**config.mk**
```make
export PLATFORM = sky130hd
export DESIGN_NAME = grid_renderer
export DESIGN_NICKNAME = d
export VERILOG_FILES = /design/src/rtl/snake_pkg.sv /design/src/rtl/grid_scan_counter.sv /design/src/rtl/grid_renderer.sv
export SDC_FILE = /design/constraint.sdc
export NUM_CORES = 1
export LEC_CHECK = 0
export ABC_AREA = 1
export ABC_CLOCK_PERIOD_IN_PS = 3390
export CAP_MARGIN = 15
export CORE_UTILIZATION = 50
export CTS_CLUSTER_DIAMETER = 40
export CTS_CLUSTER_SIZE = 16
export DETAILED_ROUTE_END_ITERATION = 7
export PLACE_DENSITY = 0.83
export SLEW_MARGIN = 0
export SYNTH_ARGS = -nofsm -noshare
export SYNTH_HDL_FRONTEND = slang
export SYNTH_SLANG_ARGS = --single-unit
export TNS_END_PERCENT = 30
```
**constraint.sdc**
```tcl
create_clock -name clk -period 3.39 [get_ports clk]
set_input_delay 0.5085 -clock clk [delete_from_list [all_inputs] [get_ports clk]]
set_output_delay 0.5085 -clock clk [all_outputs]
set_load 0.05 [all_outputs]
```
**src/rtl/snake_pkg.sv**
```systemverilog
// Shared definitions for the snake game: grid cell status codes, pixel
// colours, grid coordinate widths and the renderer's internal types.
package snake_pkg;

  localparam int X_W = 8;
  localparam int Y_W = 7;

  typedef enum logic [1:0] {
    ST_EMPTY = 2'd0,
    ST_SNAKE = 2'd1,
    ST_FOOD  = 2'd2,
    ST_WALL  = 2'd3
  } status_e;

  localparam logic [2:0] COL_BLACK = 3'b000;
  localparam logic [2:0] COL_GREEN = 3'b010;
  localparam logic [2:0] COL_RED   = 3'b100;
  localparam logic [2:0] COL_WHITE = 3'b111;

  typedef enum logic [1:0] {
    IDLE  = 2'd0,
    SCAN  = 2'd1,
    DRAIN = 2'd2,
    DONE  = 2'd3
  } render_state_e;

  // Coordinates of an issued read plus a flag saying the slot is occupied.
  typedef struct packed {
    logic           valid;
    logic [X_W-1:0] x;
    logic [Y_W-1:0] y;
  } pix_tag_t;

  function automatic logic [2:0] status_colour(input logic [1:0] status);
    case (status_e'(status))
      ST_EMPTY: return COL_BLACK;
      ST_SNAKE: return COL_GREEN;
      ST_FOOD:  return COL_RED;
      default:  return COL_WHITE;
    endcase
  endfunction

endpackage

```
**src/rtl/grid_scan_counter.sv**
```systemverilog
// Raster counter for the grid sweep: x runs fastest, y steps when x wraps.
// Flags the final cell (WIDTH-1, HEIGHT-1). WIDTH <= 256, HEIGHT <= 128.
module grid_scan_counter
  import snake_pkg::*;
#(
  parameter int WIDTH  = 160,
  parameter int HEIGHT = 120
) (
  input  logic           clk,
  input  logic           reset,
  input  logic           clear,
  input  logic           en,
  output logic [X_W-1:0] x,
  output logic [Y_W-1:0] y,
  output logic           last
);

  logic [X_W-1:0] x_q, x_d;
  logic [Y_W-1:0] y_q, y_d;
  logic           x_last, y_last;

  // Compare at 32 bits so a full-range WIDTH/HEIGHT is never truncated.
  assign x_last = (32'(x_q) == 32'(WIDTH - 1));
  assign y_last = (32'(y_q) == 32'(HEIGHT - 1));

  // Next count: clear wins, otherwise advance x and carry into y.
  always_comb begin
    x_d = x_q;
    y_d = y_q;
    if (clear) begin
      x_d = '0;
      y_d = '0;
    end else if (en) begin
      if (x_last) begin
        x_d = '0;
        y_d = y_last ? '0 : y_q + 1'b1;
      end else begin
        x_d = x_q + 1'b1;
      end
    end
  end

  // Counter registers.
  always_ff @(posedge clk) begin
    if (reset) begin
      x_q <= '0;
      y_q <= '0;
    end else begin
      x_q <= x_d;
      y_q <= y_d;
    end
  end

  assign x    = x_q;
  assign y    = y_q;
  assign last = x_last && y_last;

endmodule

```
**src/rtl/grid_renderer.sv**
```systemverilog
// Sweeps the grid RAM once per start pulse and streams one coloured pixel
// per cycle to the VGA adapter. Define GRID_RENDER_BORDER_EN to force the
// outermost ring of pixels white regardless of cell status.
module grid_renderer
  import snake_pkg::*;
#(
  parameter int WIDTH       = 160,
  parameter int HEIGHT      = 120,
  parameter int RAM_LATENCY = 1
) (
  input  logic                 clk,
  input  logic                 reset,
  input  logic                 start,
  output logic [X_W+Y_W-1:0]   ram_addr,
  input  logic [1:0]           ram_status,
  output logic [X_W-1:0]       x_out,
  output logic [Y_W-1:0]       y_out,
  output logic [2:0]           colour,
  output logic                 plot,
  output logic                 busy,
  output logic                 done
);

  render_state_e  state_q, state_d;
  logic           scan_en, scan_clear, scan_last;
  logic [X_W-1:0] xc;
  logic [Y_W-1:0] yc;

  pix_tag_t       pipe_q [RAM_LATENCY];
  pix_tag_t       pipe_d [RAM_LATENCY];
  pix_tag_t       tail;
  logic           pipe_busy;
  logic           border_hit;
  logic [2:0]     pix_colour;

  logic [X_W-1:0] x_out_q, x_out_d;
  logic [Y_W-1:0] y_out_q, y_out_d;
  logic [2:0]     colour_q, colour_d;
  logic           plot_q, plot_d;

  grid_scan_counter #(
    .WIDTH (WIDTH),
    .HEIGHT(HEIGHT)
  ) u_scan (
    .clk  (clk),
    .reset(reset),
    .clear(scan_clear),
    .en   (scan_en),
    .x    (xc),
    .y    (yc),
    .last (scan_last)
  );

  // FSM state register.
  always_ff @(posedge clk) begin
    if (reset) state_q <= IDLE;
    else       state_q <= state_d;
  end

  // FSM next state: start is only honoured in IDLE, nothing is queued.
  always_comb begin
    state_d = state_q;
    case (state_q)
      IDLE:    if (start) state_d = SCAN;
      SCAN:    if (scan_last) state_d = DRAIN;
      DRAIN:   if (!pipe_busy) state_d = DONE;
      DONE:    state_d = IDLE;
      default: state_d = IDLE;
    endcase
  end

  // FSM outputs: address only driven while scanning so idle reads are 0.
  always_comb begin
    scan_clear = (state_q == IDLE) && start;
    scan_en    = (state_q == SCAN);
    busy       = (state_q != IDLE);
    done       = (state_q == DONE);
    ram_addr   = scan_en ? {xc, yc} : '0;
  end

  // Delay line: coordinates ride alongside the RAM read so they meet the data.
  always_comb begin
    pipe_busy = 1'b0;
    pipe_d[0] = '{valid: scan_en, x: xc, y: yc};
    for (int i = 1; i < RAM_LATENCY; i++) pipe_d[i] = pipe_q[i-1];
    for (int i = 0; i < RAM_LATENCY; i++) pipe_busy = pipe_busy | pipe_q[i].valid;
  end

  // Delay line registers; reset drops any in-flight pixels.
  always_ff @(posedge clk) begin
    if (reset) begin
      for (int i = 0; i < RAM_LATENCY; i++) pipe_q[i] <= '0;
    end else begin
      pipe_q <= pipe_d;
    end
  end

  assign tail = pipe_q[RAM_LATENCY-1];

`ifdef GRID_RENDER_BORDER_EN
  assign border_hit = (tail.x == '0) || (32'(tail.x) == 32'(WIDTH - 1)) ||
                      (tail.y == '0) || (32'(tail.y) == 32'(HEIGHT - 1));
`else
  assign border_hit = 1'b0;
`endif

  // Pixel colour and output register load when the aligned slot is valid.
  always_comb begin
    pix_colour = border_hit ? COL_WHITE : status_colour(ram_status);
    x_out_d    = x_out_q;
    y_out_d    = y_out_q;
    colour_d   = colour_q;
    plot_d     = tail.valid;
    if (tail.valid) begin
      x_out_d  = tail.x;
      y_out_d  = tail.y;
      colour_d = pix_colour;
    end
  end

  // Pixel output registers feeding the VGA adapter.
  always_ff @(posedge clk) begin
    if (reset) begin
      x_out_q  <= '0;
      y_out_q  <= '0;
      colour_q <= '0;
      plot_q   <= 1'b0;
    end else begin
      x_out_q  <= x_out_d;
      y_out_q  <= y_out_d;
      colour_q <= colour_d;
      plot_q   <= plot_d;
    end
  end

  assign x_out  = x_out_q;
  assign y_out  = y_out_q;
  assign colour = colour_q;
  assign plot   = plot_q;

endmodule

```
==> metrics.md <==
| Metric | Value |
|---|---|
| DP Wirelength | `3.038 mm` |
| CP most frequent cell | `inv_1` |
| Number of flops mapped to enable cells by yosys | `0` |
| Die span in y | `68.12 um` |
| CTS Hold Bufs | `0` |
| R2R cell count | `7` |
| Gate Count Post-Synth | `292` |
| Crit path DAT | `2470 ps` |
| Most common cell after layout, fill and taps aside | `nor2_1` |
| CP bufs+invs | `3` |
| Nets@finish | `342` |
| Final setup viols | `0` |
| Antenna-violating nets left | `0` |
| Tcrit/Tclk final | `87.91%` |
| Routed WL per cell | `11.18 um` |
| TritonRoute pass-1 iters | `4` |
| CP Capture Type | `output port` |
| Rows | `23` |
| Most frequent cells in the layout | `64 x nor2_1, 52 x dfxtp_1, 44 x nand2_1` |
| CP Cell Sequence | `inv_1 > ha_1 > nand2_1 > inv_1 > clkdlybuf4s50_1` |
| Fmax | `335.6 MHz` |
| First-pass GRT wire length | `7.307 mm` |
| Max stage delay on crit path | `800 ps` |
| Worst-path clk slew | `100 ps` |
| Sequential share of the synthesized area | `47.62%` |
| Fillers | `368` |
| Total CTS buffers | `5` |
| # IOs | `41` |
| Port bufs | `40` |
| Critical path startpoint category | `flip-flop` |
| Post-DR vias/cell | `4.864` |
| RSZ-0062 raised after global routing | `false` |
| Multi-input gate area | `925.9 sq um` |
| ANT cells | `0` |
| Tmin final | `2980 ps` |
| WP depth | `5` |
| Reg-to-Reg Start | `state_q[1]` |
| Total negative slack | `0 ps` |
| Leakage | `1.278 nW` |
| Vias in the first global route | `1767` |
| CTS Root Cell | `clkbuf_8` |
| Design area | `2726 sq um` |
| # DRC | `0` |
| Worst slew margin | `49.65%` |
| Ys Warns | `0` |
| Die Width | `68.12 um` |
| H-tree depth | `2` |
| Ys async rst share | `0%` |
| Max-slew violation count | `0` |
| Final WL | `4.272 mm` |
| Pwr/cell area | `627.6 nW/um^2` |
| DR vias | `1858` |
| Synth Flop Type | `dfxtp_1` |
| Clock Path Buffers | `2` |
| Die ar. | `4640 sq um` |
| Worst setup path start | `state_q[1]` |
| Antenna violations before repair | `0` |
| Initial Util | `53.49%` |
| Hold Path Class | `flip-flop to flip-flop` |
| Final hold vios | `0` |
| Synthesized area per cell | `7.486 sq um` |
| Setup Skew | `8.788 ps` |
| Area leader, netlist | `dfxtp_1` |
| Synthesized cell area | `2186 sq um` |
| Netlist cell types | `28` |
| DR iter-0 viols | `139` |
| Largest net degree at the start of global routing | `23` |
| Worst Hold Depth | `2` |
| Delay-heaviest family, CP | `buffers and inverters` |
| CP max stage cell | `clkdlybuf4s50_1` |
| Worst vdd ir | `0.2598 mV` |
| TritonCTS clock tree | `built` |
| Yosys top cell area share | `47.62%` |
| Final Hold Slack | `462.7 ps` |
| Hold Path Origin | `pipe_q[11]` |
| RD Place Congestion | `0.8385` |
| Final core utilization | `66.72%` |
| GR Overflow Total | `0` |
| CP required | `2880 ps` |
| Crit path max fanout | `22` |
| Syn nets | `303` |
| Outcome | `finished clean` |
| Worst Path Class, Setup | `flip-flop to output port` |
| Maximum Capacitance Violations | `0` |
| Register area | `1041 sq um` |
| Clk_lat worst skew | `310 ps` |
| Top cells by area, synth | `dfxtp_1 48%, nor2_1 11%, nand2_1 7.6%, inv_1 7.2%, o21ai_0 3.9%` |
| Sink Count | `52` |
| Area growth from synthesis to layout | `24.73%` |
| Setup bufs post-CTS | `0` |
| PostCTS Resize Cnt | `0` |
| Total GRT Usage | `21.05%` |
| Share of cells above drive strength 1 | `8.735%` |
| Core Footprint | `4086 sq um` |
| DP Area | `2611 sq um` |
| #FFs+latches synth | `52` |
| Slew @ Worst Pin | `755.2 ps` |
==> worst reg2reg max path, cell delays in order, from the launching register on <==
cell and delay (ps):
dfxtp_1 350, inv_1 90, ha_1 650, nand2_1 150, inv_2 110, nand2_4 80
o21ai_1 350, o21ai_1 100
==> cell families (layout without fill, tap and decap cells) <==
family,count (synthesis),count (layout),share of synthesized area (%)
AOI/OAI and AO/OA,34,34,8.243
xor gates and xnor gates,4,4,1.603
adders and majority gates,6,6,3.434
buffers and inverters,55,95,10.02
DFF,52,52,47.62
and+or+nand+nor,141,141,29.08
==> power breakdown <==
| part | internal, mW | switching, mW | total (mW) |
|---|---|---|---|
| Sequential | 0.675 | 0.0539 | 0.729 |
| Combinational | 0.171 | 0.375 | 0.547 |
| Clock | 0.223 | 0.213 | 0.436 |
==> flip-flops by register name, indices dropped and copies added (netlist names) <==
| name | cells |
|---|---|
| plot | 1 |
| pipe_busy | 1 |
| u_scan.x | 8 |
| pipe_q | 15 |
| u_scan.y | 7 |
| state_q | 2 |
| y_out | 7 |
| colour | 3 |
| x_out | 8 |
==> routing by layer <==
metal,wire (um),up-vias,global-route usage [%]
li1,-,969,-
met1,2011,834,26.39
met2,1989,49,34.07
met4,65,0,9.635
met5,0,-,0
met3,206,6,4.833
==> worst paths after layout <==
kind                      end  slack [ps]
hold / removal       x_out[4]         460
setup reg to reg  u_scan.y[0]        1410
hold reg to reg      x_out[4]         460
setup / recovery  ram_addr[8]         410
==> metrics by stage <==
stage | setup slack, ps | power (mW) | cells
final | 409.9 | 1.711 | 382
after global routing | 226.5 | 1.805 | 382
after CTS | 399.8 | 1.720 | 382
after detailed placement | 743.6 | 1.290 | 374
after global placement | 812.1 | 1.277 | 374
after floorplan | 1536 | 1.126 | 292
==> synthesized netlist by cell type (all sizes together) (3+ instances only) <==
| cell | number |
|---|---|
| a21oi | 11 |
| buf | 7 |
| dfxtp | 52 |
| ha | 6 |
| inv | 44 |
| nand2 | 52 |
| nand3 | 11 |
| nand4 | 4 |
| nor2 | 70 |
| nor3 | 3 |
| o21ai | 20 |
| xor2 | 4 |
==> area by class of cell <==
cell class,count,share of cell area (%)
Inverter,46,6.379
Multi-Input combinational cell,185,33.96
Sequential cell,52,38.18
Clock inverter,3,1.698
Timing Repair Buffer,41,14.96
Tap cell,50,2.295
Clock buffer,5,2.524
Note: power is estimated with default switching activity, not from simulation.
